[config.mk]
export PLATFORM = sky130hd
export DESIGN_NAME = pixel_output_stage
export DESIGN_NICKNAME = d
export VERILOG_FILES = /design/src/rtl/data_structs_pkg.sv /design/src/rtl/q116_to_u8.sv /design/src/rtl/pixel_output_stage.sv
export SDC_FILE = /design/constraint.sdc
export NUM_CORES = 1
export LEC_CHECK = 0
export ABC_AREA = 1
export CAP_MARGIN = 20
export CORE_AREA = 2 2 218 220
export DETAILED_ROUTE_END_ITERATION = 7
export DIE_AREA = 0 0 220 222
export PLACE_DENSITY = 0.62
export REMOVE_ABC_BUFFERS = 1
export SLEW_MARGIN = 20
export SYNTH_ARGS = -nofsm -noshare
export SYNTH_HDL_FRONTEND = slang
export SYNTH_HIERARCHICAL = 1
export SYNTH_SLANG_ARGS = --single-unit
[constraint.sdc]
create_clock -name clk -period 8.91 [get_ports clk]
set_input_delay 0.891 -clock clk [delete_from_list [all_inputs] [get_ports clk]]
set_output_delay 0.891 -clock clk [all_outputs]
set_load 0.1 [all_outputs]
[src/rtl/data_structs_pkg.sv]
`default_nettype none
// ---------------------------------------------------------------------------
// data_structs : shared pixel-path types (spectrum, rgb, pixel_tag)
// Rev 1.0
// ---------------------------------------------------------------------------
package data_structs;

  localparam int TAG_COORD_W = 16;

  // Three unsigned Q1.16 radiance channels.
  typedef struct packed {
    logic [16:0] r;
    logic [16:0] g;
    logic [16:0] b;
  } spectrum;

  typedef struct packed {
    logic [7:0] r;
    logic [7:0] g;
    logic [7:0] b;
  } rgb;

  typedef struct packed {
    logic [TAG_COORD_W-1:0] x;
    logic [TAG_COORD_W-1:0] y;
    logic                   eol;
    logic                   eof;
  } pixel_tag;

  localparam logic [7:0] RGB_MAX = 8'hFF;

endpackage
`default_nettype wire

[src/rtl/q116_to_u8.sv]
`default_nettype none
// ---------------------------------------------------------------------------
// q116_to_u8 : one Q1.16 channel to 8-bit colour, saturating and rounding
// Rev 1.0
// ---------------------------------------------------------------------------
module q116_to_u8
  import data_structs::*;
(
  input  logic [16:0] c_i,
  output logic [7:0]  u8_o
);

  // 0xFFFF*255 + 0x8000 still fits in 24 bits.
  logic [23:0] scaled;

  assign scaled = 24'(c_i[15:0]) * 24'd255 + 24'd32768;
  assign u8_o   = c_i[16] ? RGB_MAX : 8'(scaled >> 16);

endmodule
`default_nettype wire

[src/rtl/pixel_output_stage.sv]
`default_nettype none
// ---------------------------------------------------------------------------
// pixel_output_stage : 2-stage spectrum-to-RGB pipeline with raster tagging
// Rev 1.0
// ---------------------------------------------------------------------------
module pixel_output_stage
  import data_structs::*;
#(
  parameter int H_RES = 640,
  parameter int V_RES = 480
) (
  input  logic                       clk,
  input  logic                       rst,
  input  logic                       in_valid,
  output logic                       in_ready,
  input  spectrum                    in_spec,
  output logic                       out_valid,
  input  logic                       out_ready,
  output rgb                         out_rgb,
  output logic [$clog2(H_RES)-1:0]   out_x,
  output logic [$clog2(V_RES)-1:0]   out_y,
  output logic                       out_eol,
  output logic                       out_eof,
  output logic [15:0]                frame_count
);

  localparam int XW = $clog2(H_RES);
  localparam int YW = $clog2(V_RES);

  logic           adv;
  logic           accept;
  logic [XW-1:0]  x_q, x_d;
  logic [YW-1:0]  y_q, y_d;
  logic [15:0]    fc_q, fc_d;
  pixel_tag       tag_in;

  logic           s1_valid_q;
  spectrum        s1_spec_q;
  pixel_tag       s1_tag_q;

  logic           out_valid_q;
  rgb             out_rgb_q;
  pixel_tag       out_tag_q;
  rgb             conv;
  logic           unused_tag_hi;

  // Stall depends only on the output handshake, never on in_valid.
  assign adv      = !out_valid_q || out_ready;
  assign accept   = in_valid && adv;
  assign in_ready = adv;

  always_comb begin
    tag_in     = '0;
    tag_in.x   = TAG_COORD_W'(x_q);
    tag_in.y   = TAG_COORD_W'(y_q);
    tag_in.eol = (x_q == XW'(H_RES - 1));
    tag_in.eof = tag_in.eol && (y_q == YW'(V_RES - 1));
    x_d  = x_q;
    y_d  = y_q;
    fc_d = fc_q;
    if (accept) begin
      if (tag_in.eol) begin
        x_d = '0;
        if (tag_in.eof) begin
          y_d  = '0;
          fc_d = fc_q + 16'd1;
        end else begin
          y_d = y_q + YW'(1);
        end
      end else begin
        x_d = x_q + XW'(1);
      end
    end
  end

  q116_to_u8 u_conv_r (.c_i(s1_spec_q.r), .u8_o(conv.r));
  q116_to_u8 u_conv_g (.c_i(s1_spec_q.g), .u8_o(conv.g));
  q116_to_u8 u_conv_b (.c_i(s1_spec_q.b), .u8_o(conv.b));

  always_ff @(posedge clk) begin
    if (rst) begin
      x_q         <= '0;
      y_q         <= '0;
      fc_q        <= '0;
      s1_valid_q  <= 1'b0;
      s1_spec_q   <= '0;
      s1_tag_q    <= '0;
      out_valid_q <= 1'b0;
      out_rgb_q   <= '0;
      out_tag_q   <= '0;
    end else begin
      x_q  <= x_d;
      y_q  <= y_d;
      fc_q <= fc_d;
      if (adv) begin
        s1_valid_q <= in_valid;
        if (in_valid) begin
          s1_spec_q <= in_spec;
          s1_tag_q  <= tag_in;
        end
        out_valid_q <= s1_valid_q;
        // Bubbles leave the previous pixel's data on the output registers.
        if (s1_valid_q) begin
          out_rgb_q <= conv;
          out_tag_q <= s1_tag_q;
        end
      end
    end
  end

  assign out_valid     = out_valid_q;
  assign out_rgb       = out_rgb_q;
  assign out_x         = out_tag_q.x[XW-1:0];
  assign out_y         = out_tag_q.y[YW-1:0];
  assign out_eol       = out_tag_q.eol;
  assign out_eof       = out_tag_q.eof;
  assign frame_count   = fc_q;
  assign unused_tag_hi = ^{out_tag_q.x, out_tag_q.y};

endmodule
`default_nettype wire
== Word-level counts from Yosys, hierarchy flattened ==
Cells that the tools add are included.
Storage, ports and cells
  register bits: 154
  bits of input ports: 55
  output and inout port bits: 63
  logic and storage cells: 43
Operators by class
  $add $sub $neg: 6
  multipliers: 3
  equal/unequal tests: 2
  mux-type cells: 5
  reductions and logical operators: 8
Operator list (number)
  adder 24 x 16 -> 24 bit (second input constant): 3
  multiplier 16 x 8 -> 24 bit (second input constant): 3
  two-way mux 8 bit: 3
  adder 16 x 1 -> 16 bit (second input constant): 1
  adder 10 x 1 -> 10 bit (second input constant): 1
  == test 10 bit (second input constant): 1
  two-way mux 10 bit: 1
  adder 9 x 1 -> 9 bit (second input constant): 1
  == test 9 bit (second input constant): 1
  two-way mux 9 bit: 1
  AND reduction 2 bit: 3
  AND reduction 3 bit: 1
  logical AND 1 bit: 2
  zero test 1 bit: 1
  logical OR 1 bit: 1

== Longest topological paths before layout ==
Gate-level depths: netlist of run 1.
  depth after elaboration: 4
  mapped depth: 23
  mapped depth without buffers: 23

== By module ==
The synthesis of run 1 kept the hierarchy.
By module, submodules not included
  pixel_output_stage: instances 1, cells each 813, area an instance 5955.7 µm², seq. area each 3083.0 µm²
  q116_to_u8 at u_conv_g: instances 1, cells each 440, area an instance 3392.0 µm², seq. area each 0.0 µm²
  q116_to_u8 at u_conv_b: instances 1, cells each 437, area an instance 3382.0 µm², seq. area each 0.0 µm²
  q116_to_u8 at u_conv_r: instances 1, cells each 431, area an instance 3373.2 µm², seq. area each 0.0 µm²

== Worst setup path before layout of run 1 ==
No wires, ideal clock.
  path kind: register to register
  start: register s1_spec_q[10] (netlist bit)
  end: register out_rgb_q, in the netlist out_rgb[0]
  library setup time: 0.118 ns
  arrival: 3.949 ns
  required time: 8.792 ns
  setup slack: 4.843 ns
  cell stages (with the launch flop): 18
  path buffers: 0
  period minus slack after synthesis: 4.067 ns
  cells stage by stage: dfxtp_1 -> fa_1 -> inv_1 -> fa_1 -> inv_1 -> fa_1 -> inv_1 -> fa_1 -> inv_1 -> ha_1 -> nand2_1 -> inv_1 -> a21oi_1 -> a21boi_0 -> a21o_2 -> nand3_1 -> nor2_1 -> nor2_1
RTL lines
  start, declared: RTL line pixel_output_stage.sv:38  | spectrum s1_spec_q;
  start signal, assigned: RTL line pixel_output_stage.sv:98  | s1_spec_q <= in_spec;
  end signal, assigned: RTL line pixel_output_stage.sv:104  | out_rgb_q <= conv;
  end, declared: RTL line pixel_output_stage.sv:42  | rgb out_rgb_q;

==> summary.txt, run 1 <==
Pwr
  – Leakage: 9.67 nW
  – PD cells: 298 nW/um^2
  – Max VDD drop: 127 uV
  – Final Total Pwr: 5.52 mW

Critical path
  – CP Launch Type: flop
  – Critical path capture point type: flop
  – Crit path DAT: 4.81 ns
  – Crit-path max cell delay: 0.53 ns
  – Most frequent CP cell: nor2_1
  – Critical path class: reg -> reg
  – CP Data Required Time: 9.28 ns
  – Crit path cell chain: inv_1 -> fa_1 -> inv_1 -> fa_1 -> fa_1 -> inv_1 -> fa_1 -> inv_1 -> ha_1 -> a21oi_1 -> nor2_1 -> nor2_1 -> nor2_1 -> nor3_1 -> nand3_1 -> nand2_1 -> nand3_1 -> nor2_1 -> nor2_1
  – Slowest CP cell: fa_1
  – Crit Path Max Fanout: 6

Place
  – Cells after DPL: 2809
  – Port Buf Inserts: 117
  – RD Place Congestion: 0.857
  – Post-Place Cell Area: 17900 um^2
  – Detailed Place HPWL: 29.6 mm
  – Post-placement setup slack: 4.46 ns

Timing
  – Final hold viol count: 0
  – Setup TNS: 0 ns
  – Worst Tran Pin Value: 1.08 ns
  – Clk_skew: 0.00998 ns
  – Crit path setup slack, layout: 4.47 ns
  – Hold_ws: 0.463 ns
  – Max Fclk: 225 MHz
  – Endpoints failing setup: 0
  – Slew HR: 27.7%
  – RSZ-0062 raised after global routing: false
  – Fin crit period: 4.44 ns
  – Tcrit/Tclk final: 49.8%
  – Max-slew violations: 0

Clock network
  – Max clock buf depth: 2
  – # clock sinks: 154
  – TritonCTS clock tree: built
  – Inserted Clock Buffers: 17
  – Post-CTS Resized: 0
  – Post-CTS Setup Bufs: 0
  – Hold Buf Count CTS: 0
  – Reg clk slew, reported paths: 0.07 ns
  – Clk root buf: clkbuf_16
  – Clock Latency Late Sink: 0.48 ns
  – Level count of the clock H-tree: 4

Drt
  – DRC: 0
  – Wirelength per Cell: 13.1 um
  – TritonRoute pass-1 iters: 5
  – Final ANT Viol Nets: 0
  – DR vias/cell: 4.50
  – Via count: 12800
  – Post-Route WL: 37.2 mm
  – Iteration-0 DRC Markers: 621

Final layout
  – Layout cells sized above 1: 4.12%
  – Nets: 2646
  – Area grow syn2layout: 15.1%
  – Most frequent cells in the layout: 542 x inv_1, 303 x nor2_1, 278 x nand2_1
  – Final instance area: 18500 um^2
  – Finished Layout Cells: 2842
  – Diodes inserted: 0
  – Util after Layout: 40.1%
  – Commonest non-fill, non-tap cell in the layout: inv_1

Job
  – MaxCap Viol Count: 0

Logic synthesis
  – Sequential area share after synthesis: 19.1%
  – Syn Area/Cell: 7.59 um^2
  – Most used DFF post-synth: dfxtp_1
  – Synth warnings: 6
  – Asr flop ratio synth: 0%
  – Synth Instances: 2121
  – Number of synthesized flops with an enable pin: 0
  – Post-synthesis cell type count: 43
  – Mapped Area: 16100 um^2
  – #FFs+latches synth: 154

Floorplan
  – Core area: 46300 um^2
  – Top-Level Pins: 118
  – Die area: 48800 um^2
  – Starting density of the core: 34.8%
  – Die width: 220 um
  – # rows: 79
  – Die height: 222 um

Global route
  – Grt total ovfl: 0
  – Number of global-route vias before repair: 13500
  – First-pass GRT wire length: 65.3 mm
  – GRT Util Overall: 16.6%
  – Initial antenna violation count: 1
  – Largest net degree at the start of global routing: 105

Status
  – Status: finished, final reports clean

Hold path
  – Hold Crit Class: reg -> reg
-- final timing paths --
path                 startpoint          end  slack (ns)  cells after the start
hold reg to reg      s1_valid_q   s1_valid_q        0.46                      2
hold / removal       s1_valid_q   s1_valid_q        0.46                      2
setup reg to reg  s1_spec_q[30]  out_rgb[15]        4.47                     19
setup / recovery  s1_spec_q[30]  out_rgb[15]        4.47                     19
-- sequential cells by signal, indices dropped and copies added (netlist names) --
name / flops
s1_valid_q: 1
out_x: 10
y_q: 9
frame_count: 16
out_rgb: 24
x_q: 10
out_y: 9
out_eol: 1
s1_spec_q: 51
out_valid: 1
out_eof: 1
s1_tag_q: 21
-- cell families after synthesis --
| kind of cell | synth area share, % |
|---|---|
| adder cells (fa/ha/maj) | 38.3 |
| AND/OR/NAND/NOR | 20.1 |
| buffers and inverters | 14.1 |
| AO/OA/AOI/OAI | 7.86 |
| flip-flops | 19.1 |
| XOR/XNOR | 0.544 |
-- critical path, delay by kind of cell (launching register included) --
kind / cells / cell delay (ns)
AO/OA/AOI/OAI: 1 / 0.27
buffers and inverters: 4 / 0.37
flip-flops: 1 / 0.49
AND/OR/NAND/NOR: 9 / 0.86
adder cells (fa/ha/maj): 5 / 2.32
-- cells in the mapped netlist (all sizes together), types with 6 or more instances --
master | number | area share [%]
nor2 | 316 | 7.8
a21boi | 6 | 0.30
ha | 162 | 13
nor3 | 15 | 0.50
nand2 | 295 | 7.2
nand4 | 22 | 0.89
dfxtp | 154 | 19
o21ai | 141 | 4.4
o21bai | 7 | 0.33
xor2 | 10 | 0.54
a21o | 8 | 0.38
nand3 | 96 | 3.2
clkbuf | 32 | 0.75
buf | 9 | 0.37
inv | 552 | 13
a21oi | 71 | 2.3
fa | 207 | 26
-- layer usage --
layer / vias up / part of all wire (%) / global-route usage (%)
li1: 6579 / - / -
met1: 5990 / 47 / 22.0
met2: 178 / 47 / 27.5
met3: 37 / 3.5 / 3.29
met4: 2 / 1.7 / 4.68
met5: - / 0.035 / 0
-- layout make-up --
class	count	area (um^2)
fill	4750	27700
multi-input combinational	1371	10800
sequential	154	3080
inverter	555	2090
timing repair buffer	123	1240
tap	607	759
clock buffer	19	453
clock inverter	13	153
-- power breakdown --
| part | switching [mW] | internal (mW) | leakage (nW) | total, mW |
|---|---|---|---|---|
| clock | 0.358 | 0.414 | 0.298 | 0.771 |
| combinational | 2.55 | 1.41 | 8.10 | 3.96 |
| sequential | 0.0527 | 0.737 | 1.27 | 0.790 |
(Power assumes the default switching activity.)
==> run 2, diff against run 1 <==
Clock period 8.91 ns to 4.6 ns, I/O delays scaled along.
==> summary.txt, run 2 (same netlist as run 1, synthesis figures left out) <==
Floorplan
  – Top-Level Pins: 118
  – Core area: 46300 um^2
  – Starting density of the core: 34.8%
  – # rows: 79
  – Die area: 48800 um^2
  – Die height: 222 um
  – Die width: 220 um

Pwr
  – Clk network pwr share: 13.9%
  – Sw frac: 53.9%
  – Int Power: 4.98 mW
  – PD cells: 580 nW/um^2
  – Combinational fraction of design power: 71.9%
  – Sequential share of power: 14.1%
  – Final Total Pwr: 10.8 mW
  – Leakage: 9.69 nW
  – Max VDD drop: 323 uV
  – Reported net switching power: 5.82 mW

Critical path
  – Crit path cell chain: inv_1 -> fa_1 -> inv_1 -> fa_1 -> fa_1 -> inv_1 -> fa_1 -> inv_1 -> ha_1 -> a21oi_1 -> o21ai_1 -> inv_1 -> o21ai_0 -> nand2_1 -> nand3_1 -> nand2_1 -> nand3_1 -> nor2_1 -> nor2_1
  – Crit Path Max Fanout: 4
  – Crit-path max cell delay: 0.63 ns
  – Critical path class: reg -> reg
  – Most frequent CP cell: inv_1
  – Slowest CP cell: fa_1
  – Crit path DAT: 4.66 ns
  – CP Launch Type: flop
  – R2R Setup Slk: 0.31 ns
  – CP Data Required Time: 4.97 ns
  – Critical path capture point type: flop
  – Reg2reg path depth: 19
  – R2r startpoint: s1_spec_q[6]
  – Worst r2r dst: out_rgb[7]

Place
  – Post-Place Cell Area: 18000 um^2
  – Detailed Place HPWL: 30.3 mm
  – RD Place Congestion: 0.879
  – Port Buf Inserts: 117

Hold path
  – Worst Hold Depth: 2
  – Hold Crit Class: reg -> reg
  – Hold Path Origin: s1_tag_q[0]
  – Hold endpoint: s1_tag_q[0]

Drt
  – TritonRoute pass-1 iters: 5
  – DR vias/cell: 4.52
  – Post-Route WL: 37.9 mm
  – Iteration-0 DRC Markers: 550
  – Wirelength per Cell: 13.3 um
  – Via count: 12900
  – Final ANT Viol Nets: 0
  – DRC: 0

Final layout
  – Top reg by flops: s1_spec_q
  – Nets: 2652
  – Final instance area: 18600 um^2
  – Most frequent cells in the layout: 542 x inv_1, 302 x nor2_1, 278 x nand2_1
  – Commonest non-fill, non-tap cell in the layout: inv_1
  – Fillers: 4757
  – Area grow syn2layout: 15.6%
  – Max reg flops: 51
  – Layout cells sized above 1: 5.27%

Global route
  – Largest net degree at the start of global routing: 66
  – Grt total ovfl: 0
  – Number of global-route vias before repair: 13700
  – GRT Util Overall: 17.1%
  – Initial antenna violation count: 1
  – First-pass GRT wire length: 66.7 mm

Timing
  – Worst Tran Pin Value: 1.07 ns
  – Slew HR: 28.4%
  – Clk_skew: 0.0120 ns
  – Max-slew violations: 0
  – Setup TNS: 0 ns
  – Max Fclk: 233 MHz
  – Endpoints failing setup: 0
  – RSZ-0062 raised after global routing: true
  – Hold_ws: 0.469 ns
  – Fin crit period: 4.29 ns
  – Final hold viol count: 0
  – Tcrit/Tclk final: 93.3%

Clock network
  – Post-CTS Setup Bufs: 0
  – TritonCTS clock tree: built
  – Max clock buf depth: 2
  – Hold Buf Count CTS: 0
  – # clock sinks: 154
  – Inserted Clock Buffers: 17
  – Clock Latency Late Sink: 0.48 ns
  – Level count of the clock H-tree: 4
  – Reg clk slew, reported paths: 0.07 ns
  – Clk root buf: clkbuf_16

Job
  – MaxCap Viol Count: 0

Status
  – Status: finished, final reports clean
## run 2: cell types whose count changed in the layout (fill, tap and decap cells not counted), sizes merged
| cell | change |
|---|---|
| clkinvlp | +1 |
| diode | +1 |
| buf | +6 |
| inv | -1 |
## run 2: how the worst max path moves through the flow
stage | start | to | depth (start not counted)
6_report | s1_spec_q[6] | out_rgb[7] | 19
5_1_grt | s1_spec_q[22] | out_rgb[15] | 21
4_1_cts | s1_spec_q[30] | out_rgb[15] | 19
3_5_place_dp | s1_spec_q[30] | out_rgb[15] | 19
3_3_place_gp | s1_spec_q[30] | out_rgb[15] | 19
2_1_floorplan | s1_spec_q[10] | out_rgb[0] | 17
## run 2: repair_timing
item,in CTS,in global routing
setup endpoints to repair,0,14
gates resized for setup,0,24
endpoints found under the hold margin,0,0
## run 2: layout make-up
class | count | area [um^2] | share of cell area, %
Multi-Input combinational cell | 1371 | 10800 | 58.0
Clock inverter | 13 | 150 | 0.807
Antenna cell | 1 | 2.50 | 0.0134
Inverter | 555 | 2090 | 11.2
Tap cell | 607 | 759 | 4.08
Sequential cell | 154 | 3100 | 16.6
Clock buffer | 19 | 453 | 2.43
Timing Repair Buffer | 129 | 1270 | 6.84
## run 2: metal layers
metal  up-vias  track usage [%]  routed length [um]
met1      6085             22.5               18100
li1       6600                -                   -
met4         2             6.58                 970
met2       150             27.8               17800
met3        53             2.81                 980
met5         -                0                  16
## run 2: power by group through the flow
stage	clock [mW]	sequential, mW	combinational [mW]
3_3_place_gp	0	1.55	7.68
5_1_grt	1.62	1.54	9.16
3_5_place_dp	0	1.55	7.74
6_report	1.50	1.52	7.77
4_1_cts	1.57	1.52	7.82
2_1_floorplan	0	1.86	5.70
## run 2: critical path, delay by kind of cell, from the launching register on
kind	cells	cell delay [ns]
AO/OA/AOI/OAI	3	0.39
buffers and inverters	5	0.38
flip-flops	1	0.38
adder cells (fa/ha/maj)	5	2.54
AND/OR/NAND/NOR	6	0.46
## run 2: through the flow
stage | utilization, % | instances | worst slack [ns]
floorplan | - | 2080 | 0.519
global placement | 38.8 | 2815 | 0.161
detailed placement | 38.8 | 2816 | 0.122
CTS | 40.1 | 2848 | 0.109
global route | 40.2 | 2848 | -0.00516
finish | 40.2 | 2849 | 0.307
